[config.mk]
export PLATFORM = sky130hd
export DESIGN_NAME = multicycle_control_flat
export DESIGN_NICKNAME = d
export VERILOG_FILES = /design/src/rtl/multicycle_control_pkg.sv /design/src/rtl/multicycle_control_if.sv /design/src/rtl/multicycle_control_imm_gen.sv /design/src/rtl/multicycle_control.sv /design/src/flat_wrapper.sv
export SDC_FILE = /design/constraint.sdc
export NUM_CORES = 1
export LEC_CHECK = 0
export ABC_AREA = 1
export CORE_MARGIN = 4
export CORE_UTILIZATION = 35
export DETAILED_ROUTE_END_ITERATION = 10
export PLACE_DENSITY_LB_ADDON = 0.3
export SYNTH_ARGS = -nofsm -noshare
export SYNTH_HDL_FRONTEND = slang
export SYNTH_HIERARCHICAL = 1
export SYNTH_SLANG_ARGS = --single-unit
[constraint.sdc]
create_clock -name clk -period 3.83 [get_ports clk]
set_input_delay 0.766 -clock clk [delete_from_list [all_inputs] [get_ports clk]]
set_output_delay 0.766 -clock clk [all_outputs]
set_load 0.1 [all_outputs]
[src/rtl/multicycle_control_pkg.sv]
// Shared types and encodings for the multicycle RV32I control unit.
// Imported by the control top, its immediate generator and the memory interface users.
package multicycle_pkg;

    typedef enum logic [2:0] {
        ST_IDLE   = 3'd0,
        ST_FETCH  = 3'd1,
        ST_DECODE = 3'd2,
        ST_EXEC   = 3'd3,
        ST_MEM    = 3'd4,
        ST_WB     = 3'd5,
        ST_TRAP   = 3'd6
    } state_t;

    localparam logic [6:0] OP_LOAD   = 7'b0000011;
    localparam logic [6:0] OP_STORE  = 7'b0100011;
    localparam logic [6:0] OP_BRANCH = 7'b1100011;
    localparam logic [6:0] OP_IMM    = 7'b0010011;
    localparam logic [6:0] OP_REG    = 7'b0110011;
    localparam logic [6:0] OP_JAL    = 7'b1101111;
    localparam logic [6:0] OP_JALR   = 7'b1100111;

    localparam logic [2:0] F3_BEQ  = 3'b000;
    localparam logic [2:0] F3_BNE  = 3'b001;
    localparam logic [2:0] F3_BLT  = 3'b100;
    localparam logic [2:0] F3_BGE  = 3'b101;
    localparam logic [2:0] F3_BLTU = 3'b110;
    localparam logic [2:0] F3_BGEU = 3'b111;

    localparam logic [1:0] PC_SRC_PC4 = 2'd0;
    localparam logic [1:0] PC_SRC_BR  = 2'd1;
    localparam logic [1:0] PC_SRC_ALU = 2'd2;

    localparam logic [1:0] SRC_A_RS1   = 2'd0;
    localparam logic [1:0] SRC_A_OLDPC = 2'd1;
    localparam logic [1:0] SRC_A_PC    = 2'd2;

    localparam logic [1:0] SRC_B_RS2  = 2'd0;
    localparam logic [1:0] SRC_B_IMM  = 2'd1;
    localparam logic [1:0] SRC_B_FOUR = 2'd2;

    localparam logic [1:0] ALUOP_ADD   = 2'b00;
    localparam logic [1:0] ALUOP_CMP   = 2'b01;
    localparam logic [1:0] ALUOP_RTYPE = 2'b10;
    localparam logic [1:0] ALUOP_ITYPE = 2'b11;

    localparam logic [1:0] WB_ALU = 2'd0;
    localparam logic [1:0] WB_MEM = 2'd1;
    localparam logic [1:0] WB_PC4 = 2'd2;

    // The extended branch compares are only legal when the core builds them.
    function automatic logic br_f3_ok(input logic [2:0] f3, input logic ext);
        logic ok;
        ok = 1'b0;
        case (f3)
            F3_BEQ, F3_BNE, F3_BLT:   ok = 1'b1;
            F3_BGE, F3_BLTU, F3_BGEU: ok = ext;
            default:                  ok = 1'b0;
        endcase
        return ok;
    endfunction

endpackage

[src/rtl/multicycle_control_if.sv]
// Shared instruction/data memory handshake.
// The control unit is the master; the memory answers with mem_ready.
interface multicycle_control_if;
    logic mem_req;
    logic mem_we;
    logic addr_sel;
    logic mem_ready;

    modport master (
        output mem_req,
        output mem_we,
        output addr_sel,
        input  mem_ready
    );

    modport slave (
        input  mem_req,
        input  mem_we,
        input  addr_sel,
        output mem_ready
    );
endinterface

[src/rtl/multicycle_control_imm_gen.sv]
// Combinational immediate extractor for I/S/B/J formats.
// R-type and unknown opcodes yield zero.
module imm_gen
    import multicycle_pkg::*;
#(
    parameter int XLEN = 32
) (
    input  logic [31:0]     inst,
    output logic [XLEN-1:0] imm
);

    // Select and sign-extend the immediate field for the opcode format.
    always_comb begin
        imm = '0;
        unique case (inst[6:0])
            OP_LOAD, OP_IMM, OP_JALR:
                imm = {{(XLEN-12){inst[31]}}, inst[31:20]};
            OP_STORE:
                imm = {{(XLEN-12){inst[31]}}, inst[31:25], inst[11:7]};
            OP_BRANCH:
                imm = {{(XLEN-13){inst[31]}}, inst[31], inst[7],
                       inst[30:25], inst[11:8], 1'b0};
            OP_JAL:
                imm = {{(XLEN-21){inst[31]}}, inst[31], inst[19:12],
                       inst[20], inst[30:21], 1'b0};
            default:
                imm = '0;
        endcase
    end

endmodule

[src/rtl/multicycle_control.sv]
// Multicycle RV32I control FSM: FETCH/DECODE/EXEC/MEM/WB sequencing,
// datapath strobes, sticky illegal and memory-timeout traps.
module multicycle_control
    import multicycle_pkg::*;
#(
    parameter int XLEN       = 32,
    parameter int TIMEOUT    = 255,
    parameter int BRANCH_EXT = 1
) (
    input  logic                  clk,
    input  logic                  rst_n,
    multicycle_control_if.master  mem,
    input  logic [31:0]           inst,
    input  logic                  alu_zero,
    input  logic                  alu_lt,
    input  logic                  alu_ltu,
    output logic                  ir_write,
    output logic                  pc_write,
    output logic [1:0]            pc_src,
    output logic [1:0]            alu_src_a,
    output logic [1:0]            alu_src_b,
    output logic [1:0]            aluop,
    output logic                  reg_write,
    output logic [1:0]            wb_sel,
    output logic [XLEN-1:0]       imm,
    output logic                  illegal,
    output logic                  bus_error,
    output logic [2:0]            state_o
);

    localparam int CW = (TIMEOUT < 1) ? 1 : $clog2(TIMEOUT + 1);

    state_t          state_q, state_d;
    logic [CW-1:0]   cnt_q, cnt_d;
    logic [XLEN-1:0] imm_q, imm_d;
    logic            illegal_q, illegal_d;
    logic            bus_error_q, bus_error_d;
    logic [XLEN-1:0] imm_raw;

    logic [2:0] funct3;
    logic is_load, is_store, is_branch, is_imm;
    logic is_reg, is_jal, is_jalr;
    logic legal, taken, timed_out, mem_phase;

    imm_gen #(.XLEN(XLEN)) u_imm_gen (
        .inst (inst),
        .imm  (imm_raw)
    );

    assign funct3    = inst[14:12];
    assign is_load   = (inst[6:0] == OP_LOAD);
    assign is_store  = (inst[6:0] == OP_STORE);
    assign is_branch = (inst[6:0] == OP_BRANCH);
    assign is_imm    = (inst[6:0] == OP_IMM);
    assign is_reg    = (inst[6:0] == OP_REG);
    assign is_jal    = (inst[6:0] == OP_JAL);
    assign is_jalr   = (inst[6:0] == OP_JALR);

    assign legal = is_load | is_store | is_imm | is_reg | is_jal | is_jalr
                 | (is_branch & br_f3_ok(funct3, BRANCH_EXT != 0));

    assign mem_phase = (state_q == ST_FETCH) || (state_q == ST_MEM);
    assign timed_out = mem_phase && !mem.mem_ready
                    && (cnt_q == CW'(TIMEOUT));

    // Branch outcome from the ALU flags selected by funct3.
    always_comb begin
        taken = 1'b0;
        case (funct3)
            F3_BEQ:  taken = alu_zero;
            F3_BNE:  taken = !alu_zero;
            F3_BLT:  taken = alu_lt;
            F3_BGE:  taken = !alu_lt;
            F3_BLTU: taken = alu_ltu;
            F3_BGEU: taken = !alu_ltu;
            default: taken = 1'b0;
        endcase
    end

    // Next-state, immediate capture, trap flags and wait counter.
    always_comb begin
        state_d     = state_q;
        imm_d       = imm_q;
        illegal_d   = illegal_q;
        bus_error_d = bus_error_q;
        unique case (state_q)
            ST_IDLE: state_d = ST_FETCH;
            ST_FETCH: begin
                if (mem.mem_ready) begin
                    state_d = ST_DECODE;
                end else if (timed_out) begin
                    bus_error_d = 1'b1;
                    state_d     = ST_TRAP;
                end
            end
            ST_DECODE: begin
                imm_d = imm_raw;
                if (legal) begin
                    state_d = ST_EXEC;
                end else begin
                    illegal_d = 1'b1;
                    state_d   = ST_TRAP;
                end
            end
            ST_EXEC: begin
                if (is_load || is_store) state_d = ST_MEM;
                else if (is_branch)      state_d = ST_FETCH;
                else                     state_d = ST_WB;
            end
            ST_MEM: begin
                if (mem.mem_ready) begin
                    state_d = is_store ? ST_FETCH : ST_WB;
                end else if (timed_out) begin
                    bus_error_d = 1'b1;
                    state_d     = ST_TRAP;
                end
            end
            ST_WB:   state_d = ST_FETCH;
            ST_TRAP: state_d = ST_TRAP;
            default: state_d = ST_TRAP;
        endcase
        cnt_d = cnt_q;
        if (state_d != state_q) begin
            cnt_d = '0;
        end else if (mem_phase && !mem.mem_ready) begin
            cnt_d = cnt_q + CW'(1);
        end
    end

    // Per-state datapath strobes; everything idles low by default.
    always_comb begin
        mem.mem_req  = 1'b0;
        mem.mem_we   = 1'b0;
        mem.addr_sel = 1'b0;
        ir_write     = 1'b0;
        pc_write     = 1'b0;
        pc_src       = PC_SRC_PC4;
        alu_src_a    = SRC_A_RS1;
        alu_src_b    = SRC_B_RS2;
        aluop        = ALUOP_ADD;
        reg_write    = 1'b0;
        wb_sel       = WB_ALU;
        unique case (state_q)
            ST_FETCH: begin
                mem.mem_req = 1'b1;
                alu_src_a   = SRC_A_PC;
                alu_src_b   = SRC_B_FOUR;
                if (mem.mem_ready) begin
                    ir_write = 1'b1;
                    pc_write = 1'b1;
                end
            end
            ST_EXEC: begin
                if (is_reg) begin
                    aluop = ALUOP_RTYPE;
                end else if (is_imm) begin
                    aluop     = ALUOP_ITYPE;
                    alu_src_b = SRC_B_IMM;
                end else if (is_load || is_store) begin
                    alu_src_b = SRC_B_IMM;
                end else if (is_branch) begin
                    aluop    = ALUOP_CMP;
                    pc_write = taken;
                    pc_src   = PC_SRC_BR;
                end else if (is_jal) begin
                    pc_write = 1'b1;
                    pc_src   = PC_SRC_BR;
                end else if (is_jalr) begin
                    alu_src_b = SRC_B_IMM;
                    pc_write  = 1'b1;
                    pc_src    = PC_SRC_ALU;
                end
            end
            ST_MEM: begin
                mem.mem_req  = 1'b1;
                mem.addr_sel = 1'b1;
                mem.mem_we   = is_store;
            end
            ST_WB: begin
                reg_write = 1'b1;
                if (is_load)               wb_sel = WB_MEM;
                else if (is_jal || is_jalr) wb_sel = WB_PC4;
            end
            default: ;
        endcase
    end

    // Architectural control state.
    always_ff @(posedge clk or negedge rst_n) begin
        if (!rst_n) begin
            state_q     <= ST_IDLE;
            cnt_q       <= '0;
            imm_q       <= '0;
            illegal_q   <= 1'b0;
            bus_error_q <= 1'b0;
        end else begin
            state_q     <= state_d;
            cnt_q       <= cnt_d;
            imm_q       <= imm_d;
            illegal_q   <= illegal_d;
            bus_error_q <= bus_error_d;
        end
    end

    assign imm       = imm_q;
    assign illegal   = illegal_q;
    assign bus_error = bus_error_q;
    assign state_o   = state_q;

endmodule
[src/flat_wrapper.sv]
// flat-port wrapper written by rule: the top's interface ports become plain ports
module multicycle_control_flat import multicycle_pkg::*;
#(
    parameter int XLEN       = 32,
    parameter int TIMEOUT    = 255,
    parameter int BRANCH_EXT = 1
)
  (clk, rst_n, inst, alu_zero, alu_lt, alu_ltu, ir_write, pc_write, pc_src, alu_src_a, alu_src_b, aluop, reg_write, wb_sel, imm, illegal, bus_error, state_o, mem_mem_req, mem_mem_we, mem_addr_sel, mem_mem_ready);
  multicycle_control_if mem_i ();
  input  logic clk;
  input  logic rst_n;
  input  logic [31:0] inst;
  input  logic alu_zero;
  input  logic alu_lt;
  input  logic alu_ltu;
  output logic ir_write;
  output logic pc_write;
  output logic [1:0] pc_src;
  output logic [1:0] alu_src_a;
  output logic [1:0] alu_src_b;
  output logic [1:0] aluop;
  output logic reg_write;
  output logic [1:0] wb_sel;
  output logic [XLEN-1:0] imm;
  output logic illegal;
  output logic bus_error;
  output logic [2:0] state_o;
  output wire logic [$bits(mem_i.mem_req)-1:0] mem_mem_req;
  output wire logic [$bits(mem_i.mem_we)-1:0] mem_mem_we;
  output wire logic [$bits(mem_i.addr_sel)-1:0] mem_addr_sel;
  input wire logic [$bits(mem_i.mem_ready)-1:0] mem_mem_ready;
  assign mem_mem_req = mem_i.mem_req;
  assign mem_mem_we = mem_i.mem_we;
  assign mem_addr_sel = mem_i.addr_sel;
  assign mem_i.mem_ready = mem_mem_ready;
  multicycle_control #(.XLEN(XLEN), .TIMEOUT(TIMEOUT), .BRANCH_EXT(BRANCH_EXT)) u_core (.clk(clk), .rst_n(rst_n), .mem(mem_i), .inst(inst), .alu_zero(alu_zero), .alu_lt(alu_lt), .alu_ltu(alu_ltu), .ir_write(ir_write), .pc_write(pc_write), .pc_src(pc_src), .alu_src_a(alu_src_a), .alu_src_b(alu_src_b), .aluop(aluop), .reg_write(reg_write), .wb_sel(wb_sel), .imm(imm), .illegal(illegal), .bus_error(bus_error), .state_o(state_o));
endmodule
Word-level counts from Yosys, hierarchy flattened
Cells that the tools add are included.

Reduce and logical (&&, ||, !) cells: 18. Multiplexer cells: 49. Order comparisons: 0. Add/sub/neg operators: 1. Bitwise gates (word level): 9. Shift-type cells: 0. Divide/modulo/power cells: 0. Multiply operators: 0. Equality and inequality tests: 19.

Operator list (count): $pmux 32 s4 (1); $mux 2 (20); $eq 7x7->1 const B (3); $mux 3 (7); $eq 3x3->1 const B (6); $mux 8 (2); $mux 1 (15); $pmux 3 s5 (1); $eq 7x6->1 const B (2); $add 8x1->8 const B (1); $eq 8x8->1 const B (1); $eq 7x2->1 const B (1); $eq 7x5->1 const B (1); $eq 3x1->1 const B (2); $eq 3x2->1 const B (2); $logic_not 3->1 (2); $or 1x1->1 (6); $pmux 1 s6 (1); $reduce_or 6->1 (1); $logic_not 1->1 (4); $pmux 2 s2 (1); $reduce_or 2->1 (2); $logic_or 1x1->1 (3); $ne 3x3->1 (1); other kinds (8) (10).

Memory bits (writable): 0. Logic and storage cells: 101. Bits in latches: 0. Memory bits (read-only): 0. Memories kept: 0. Flip-flop bits (word level): 45.

Depth between registers and ports, before layout
Gate-level depths: netlist of the first run.

Word-level depth: 11. Gate-level depth with buffers: 12. Depth with buffers taken out: 12.

Modules after synthesis
The synthesis of the first run kept the hierarchy.

By module, submodules not included: multicycle_control (cells an instance 306, area each 2287.2 µm², times used 1, seq. area each 1126.1 µm²); imm_gen (cells an instance 138, area each 767.0 µm², times used 1, seq. area each 0.0 µm²).

Worst setup path after synthesis of the first run
OpenSTA, ideal clock, no wires.

Path kind: register to output. Start: register u_core.state_q[1], in the netlist u_core/state_o[1]. End: output port pc_write. Stages on the path, launching flop included: 7. Path slack: -1.038 ns. Arrival: 4.102 ns. Data required time: 3.064 ns. Path through: dfrtp_1 > inv_1 > nor3_1 > nand2_1 > a21oi_1 > o21ai_0 > nand2_1.

Cells in the longest elaborated chain, start to end: 2. Elaborated cells on any way between the ends: 3. Those cells by class: 2 x eq/ne; 1 x mux.

Ends and longest elaborated chain: from (decl) (RTL line multicycle_control.sv:33) `state_t state_q, state_d;`; from (signal assigned) (RTL line multicycle_control.sv:197) `state_q <= state_d;`; $eq 3x2->1 or $eq 3x1->1 (tied branches) (RTL line multicycle_control.sv:143) `unique case (state_q)`; $pmux 1 s2 (*) (RTL line multicycle_control.sv:143); to (decl) (RTL line flat_wrapper.sv:17) `output logic pc_write;`.

Every way passes the cells marked *; elsewhere a longest branch is shown, timed or not.

Worst setup path after layout of the first run
Start: input port inst[2]. End: output port pc_write.

Cells in the longest elaborated chain, start to end: 8. Elaborated cells on any way between the ends: 15. Those cells by class: 7 x eq/ne; 7 x mux; 1 x reduce/logical.

Ends and longest elaborated chain: from (decl) (RTL line flat_wrapper.sv:12) `input logic [31:0] inst;`; $eq 7x7->1 (RTL line multicycle_control.sv:57) `assign is_jalr = (inst[6:0] == OP_JALR);`; $mux 1 (RTL line multicycle_control.sv:168) `end else if (is_jalr) begin`; $mux 1 (RTL line multicycle_control.sv:165) `end else if (is_jal) begin`; $mux 1 (RTL line multicycle_control.sv:161) `end else if (is_branch) begin`; $mux 1 (RTL line multicycle_control.sv:159) `end else if (is_load || is_store) begin`; $mux 1 (RTL line multicycle_control.sv:156) `end else if (is_imm) begin`; $mux 1 (*) (RTL line multicycle_control.sv:154) `if (is_reg) begin`; $pmux 1 s2 (*) (RTL line multicycle_control.sv:143).

Marks and branches as above.

==> reports/results.tsv, run 1 <==
metric	value	unit
Yosys cell types	31	
grt total ovfl	0	
Setup violations, final	0	
share of the synthesized area in the top cell type	36.9	%
Leak Pwr	0.00201	uW
Final min period	3320	ps
worst setup margin	508	ps
most common cell after layout, fill and taps aside	nand2_1	
Clock power frac	39.9	%
remaining antenna violation count	0	
hold_buf cts	0	
startpoint class of the critical path	input pin	
Synth Warn #	6	
cts repair resizes	0	
DRC Markers	0	
gr usage total	16.3	%
Syn-to-layout area delta	34.1	%
Avg WL per Cell	12.7	um
Synth Cell Area	0.00305	mm2
FILL cells	841	
crit end category	primary output	
Clock Path Buffers	2	
clock skew	3.74	ps
H-tree depth	2	
initial antenna violation count	0	
sequential fraction of the synthesis area	36.9	%
status	complete, no violations	
final HPWL from detailed placement	6.07	mm
io pins	91	
root buffer cell	clkbuf_8	
syn avg cell area	6.88	um2
Int Power	728	uW
Net Count, Synth	483	
Starting Density	36.6	%
# diodes	0	
crit share post-route	86.7	%
Max Cap Violations	0	
Reg clk slew, reported paths	90	ps
Syn Inst Count	444	
Flop pwr share	49.8	%
CP required	3060	ps
crit-path max FO	6	
vias in the first global route	2821	
DR vias	2971	
first-pass GRT wire length	13.5	mm
DIE AREA	0.0103	mm2
Area contributors post-synth	dfrtp_1 (37%), nand2_1 (23%), nand3_1 (6.9%)	
layout cells sized above 1	13.3	%
switching part of the total power	23.5	%
Die Ht	101	um
Vias/cell	4.77	
routed wire length	7.94	mm
Iter 0 DRT Violations	97	
die width	101	um
DRT Pass-1 Iters	7	
Skew-Pair Late Insertion Delay	300	ps
RePlAce Congestion	0.934	
core area	0.00834	mm2
CTS sink count	45	
Crit Path Class	input pin to primary output	
count of final max-slew check failures	0	
Final Net Count	556	
RSZ-0062 raised after global routing	no	
CTS Buf Count	5	
FMAX	301	MHz
Post-CTS Setup Inserts	0	
Rows	33	
Place WS	515	ps
Pwr per Cell Area	233	mW/mm2
max_slew headroom	32.1	%
area of the multi-input gates	0.00159	mm2
HP Class	flop to flop	
Comb power frac	10.3	%
Register Area	0.00113	mm2
largest net degree at the start of global routing	46	
Final Hold Fails	0	
commonest non-fill, non-tap cells in the layout	nand2_1 (189), clkdlybuf4s50_1 (72), inv_1 (51)	
Setup TNS	0	ps
number of port buffers	89	
CTS tree	yes	
Worst EP arrival	2560	ps
Synth area leader	dfrtp_1	
worst hold slack	474	ps
Slew @ Worst Pin	1010	ps
VDD IR-drop max	111	uV
Synth Register Bits	45	
NetSw	224	uW
critical path, cell delays in order:
cell and delay [ps]:
clkdlybuf4s50_1 520, nor2_1 230, nand2_1 120, nor2_1 180, inv_1 110, nand2_1 120
a21oi_2 70, o21ai_0 160, nand2_1 110, buf_12 180
path summary, 6_finish.rpt:
check                      depth (start not counted)         startpoint        endpoint  slack (ps)
setup / recovery                                  10            inst[2]        pc_write         510
hold / removal                                     2     u_core/imm[23]  u_core/imm[23]         470
setup reg to reg                                   4  u_core/state_o[2]  u_core/imm[13]        1470
hold reg to reg                                    2     u_core/imm[23]  u_core/imm[23]         470
max in group asynchronous                          1              rst_n  u_core/imm[29]        2580
min in group asynchronous                          1              rst_n  u_core/imm[24]         630
cell families (layout without fill, tap and decap cells):
logic type,count (synthesis),in the layout,synth area share (%)
compound gates,13,13,2.42
other cells,1,1,0.123
flops,45,45,36.9
fa+ha+maj,1,1,0.410
xor+xnor,6,6,1.72
buf+inv,78,152,12.2
simple gates,300,300,46.3
routing by layer:
| metal | vias to the layer above | GRT usage (%) | wire, um |
|---|---|---|---|
| met2 | 83 | 26.3 | 3780 |
| li1 | 1513 | - | - |
| met3 | 9 | 5.10 | 567 |
| met4 | 0 | 3.58 | 104 |
| met5 | - | 0 | 0 |
| met1 | 1366 | 21.4 | 3490 |
cells in the mapped netlist, drive strengths merged:
cell type  number
o211ai          2
nor2           21
a21oi           3
or3             1
nand4           5
xor2            4
nand2         202
conb            1
nor3           16
clkbuf          6
nand3          55
a21boi          1
ha              1
inv            54
dfrtp          45
xnor2           2
a31oi           1
o21ai           6
buf            18
state kept, by name, summed over array words and instances, names as in the netlist:
register and cells:
u_core/bus_error 1, u_core/cnt_q 8, u_core/illegal 1, u_core/imm 32, u_core/state_o 3
per-stage QoR:
step                area [um2]  std cells  power (uW)  utilization (%)
floorplan                 3080        444         525                -
global placement          3980        615         581             47.7
detailed placement        3980        615         583             47.7
CTS                       4100        623         967             49.1
global route              4100        623        1000             49.1
finish                    4100        623         953             49.1
area by class of cell:
class | count | share of cell area (%)
tap | 105 | 3.21
inverter | 54 | 4.95
clock inverter | 2 | 0.917
timing repair buffer | 90 | 22.7
multi-input combinational | 321 | 38.7
sequential | 45 | 27.5
clock buffer | 6 | 2.02
power groups by stage:
stage               Combinational [uW]  Clock [uW]  Sequential [uW]
global placement                  96.7           0              484
detailed placement                98.6           0              484
CTS                               98.9         394              475
floorplan                         40.5           0              484
global route                       107         420              475
finish                            97.9         380              475
(Power assumes the default switching activity.)
==> run 2: changes to the inputs <==
- SETUP_SLACK_MARGIN: default -> 0.15
==> results of run 2 <==
The final DEF is identical to that of run 1; final timing and power are the same.
==> run 3: changes to the inputs <==
- CORE_UTILIZATION: 35 -> 50
- CTS_CLUSTER_DIAMETER: default -> 30
- CTS_CLUSTER_SIZE: default -> 20
==> run 3 against run 2 <==
Against the previous run:
- non-clock buffer count is the same
- total power decreased by 1.5%
- routed wire length shrank 1.8%
- global-route usage increased by 5.8 points
- via count up 1.0%
- first-iteration DRC count grew 30%
- combinational power grew 0.8%
- critical path type unchanged
- critical endpoint unchanged
- largest power group unchanged
==> reports/results.tsv, run 3 (synthesis gave the netlist of run 1 again) <==
metric	value	unit	change
HP Class	flop to flop		
Avg WL per Cell	13.1	um	+3.2%
Iter 0 DRT Violations	126		+30%
CP required	3060	ps	about the same
root buffer cell	clkbuf_8		
Crit Path Class	input pin to primary output		
routed wire length	7.80	mm	-1.8%
number of port buffers	89		unchanged
layout cells sized above 1	12.9	%	-0.39 points
Die Ht	86.2	um	-15%
DRC Markers	0		unchanged
Pwr per Cell Area	232	mW/mm2	-0.47%
clock skew	4.95	ps	+1.21 ps
Slew @ Worst Pin	1010	ps	-4.68 ps
DRT Pass-1 Iters	5		-2
status	complete, no violations		
RSZ-0062 raised after global routing	no		
die width	86.2	um	-15%
CTS sink count	45		unchanged
FILL cells	503		-40%
count of final max-slew check failures	0		unchanged
vias in the first global route	2914		+3.3%
VDD IR-drop max	150	uV	+36%
Final min period	3340	ps	+15.7 ps
Syn-to-layout area delta	32.7	%	
largest net degree at the start of global routing	46		unchanged
Rows	28		-15%
remaining antenna violation count	0		unchanged
cts repair resizes	0		unchanged
commonest non-fill, non-tap cells in the layout	nand2_1 (189), clkdlybuf4s50_1 (73), inv_1 (51)		
CTS tree	yes		
Max Cap Violations	0		unchanged
Final Hold Fails	0		unchanged
Clock Path Buffers	2		unchanged
Setup TNS	0	ps	unchanged
startpoint class of the critical path	input pin		
grt total ovfl	0		unchanged
Skew-Pair Late Insertion Delay	300	ps	about the same
Vias/cell	5.06		+6.2%
Leak Pwr	0.00201	uW	about the same
worst path cell trace	clkdlybuf4s50_1 -> nand3_1 -> or3_1 -> nor2_2 -> o21ai_0 -> nand2_1 -> buf_12		
dpl cells	585		-4.9%
PnR Total Power	938	uW	-1.5%
RePlAce Congestion	0.922		-1.3%
crit end category	primary output		
Worst EP arrival	2570	ps	about the same
Starting Density	51.6	%	+15 points
CTS Buf Count	5		unchanged
crit-path max FO	6		unchanged
slowest cell on the critical path	clkdlybuf4s50_1		
R2R Setup Slk	1820	ps	+350 ps
Post-CTS Setup Inserts	0		unchanged
Register Area	0.00113	mm2	unchanged
most common cell after layout, fill and taps aside	nand2_1		
Reg clk slew, reported paths	90	ps	about the same
first-pass GRT wire length	13.1	mm	-2.7%
DR vias	3002		+1.0%
gr usage total	22.1	%	+5.8 points
FMAX	300	MHz	-0.47%
max_slew headroom	32.4	%	+0.31 points
area of the multi-input gates	0.00159	mm2	unchanged
# diodes	0		unchanged
crit share post-route	87.1	%	+0.41 points
initial antenna violation count	0		unchanged
worst hold slack	469	ps	-4.93 ps
Setup violations, final	0		unchanged
Final Net Count	556		unchanged
core area	0.00592	mm2	-29%
final HPWL from detailed placement	5.85	mm	-3.7%
hold_buf cts	0		unchanged
DIE AREA	0.00742	mm2	-28%
H-tree depth	2		unchanged
Cell Count, Final, Fillers Out	593		-4.8%
max reg flops	32		unchanged
CP max stage delay	610	ps	+90 ps
io pins	91		unchanged
## run 3: cell types whose count changed in the layout (fill, tap and decap cells not counted)
cell	previous run	this run
buf_4	11	10
clkbuf_1	0	1
clkbuf_8	6	5
clkdlybuf4s50_1	72	73
clkinv_4	0	1
clkinvlp_4	1	0
## run 3: routing by layer
layer	GRT usage (%)	part of all wire, %	vias to the layer above
met3	5.38	6.9	15
met5	0	0	-
met1	26.8	40	1371
li1	-	-	1508
met4	8.20	2.2	0
met2	37.9	50	108
## run 3: worst max-delay path: cells and delay by family
kind                   cells  cell delay (ps)
AND/OR/NAND/NOR            4              910
buffers and inverters      2              790
AO/OA/AOI/OAI              1              100
## run 3: worst paths after layout
kind	from	endpoint	cells past startpoint
worst max register to register	u_core/state_o[2]	u_core/imm[15]	5
max in group asynchronous	rst_n	u_core/imm[7]	1
worst min-delay path	u_core/illegal	u_core/illegal	2
worst max-delay path	inst[5]	pc_write	7
min in group asynchronous	rst_n	u_core/imm[28]	1
worst min register to register	u_core/illegal	u_core/illegal	2
## run 3: final cells by class
class / instances / area share [%]
sequential: 45 / 27.8
multi-input combinational: 321 / 39.2
tap: 75 / 2.32
clock buffer: 6 / 1.79
timing repair buffer: 90 / 23.0
clock inverter: 2 / 0.957
inverter: 54 / 5.00
## run 3: through the flow
step,setup WS [ps],area [um2],util [%]
detailed placement,501,3940,66.5
global route,333,4050,68.4
CTS,497,4050,68.4
floorplan,-474,3080,-
global placement,571,3940,66.5
finish,492,4050,68.4
## run 3: power breakdown
group          total (uW)  switching, uW  internal, uW
Sequential            475              0           475
Combinational        98.7           57.0          41.7
Clock                 365            169           196
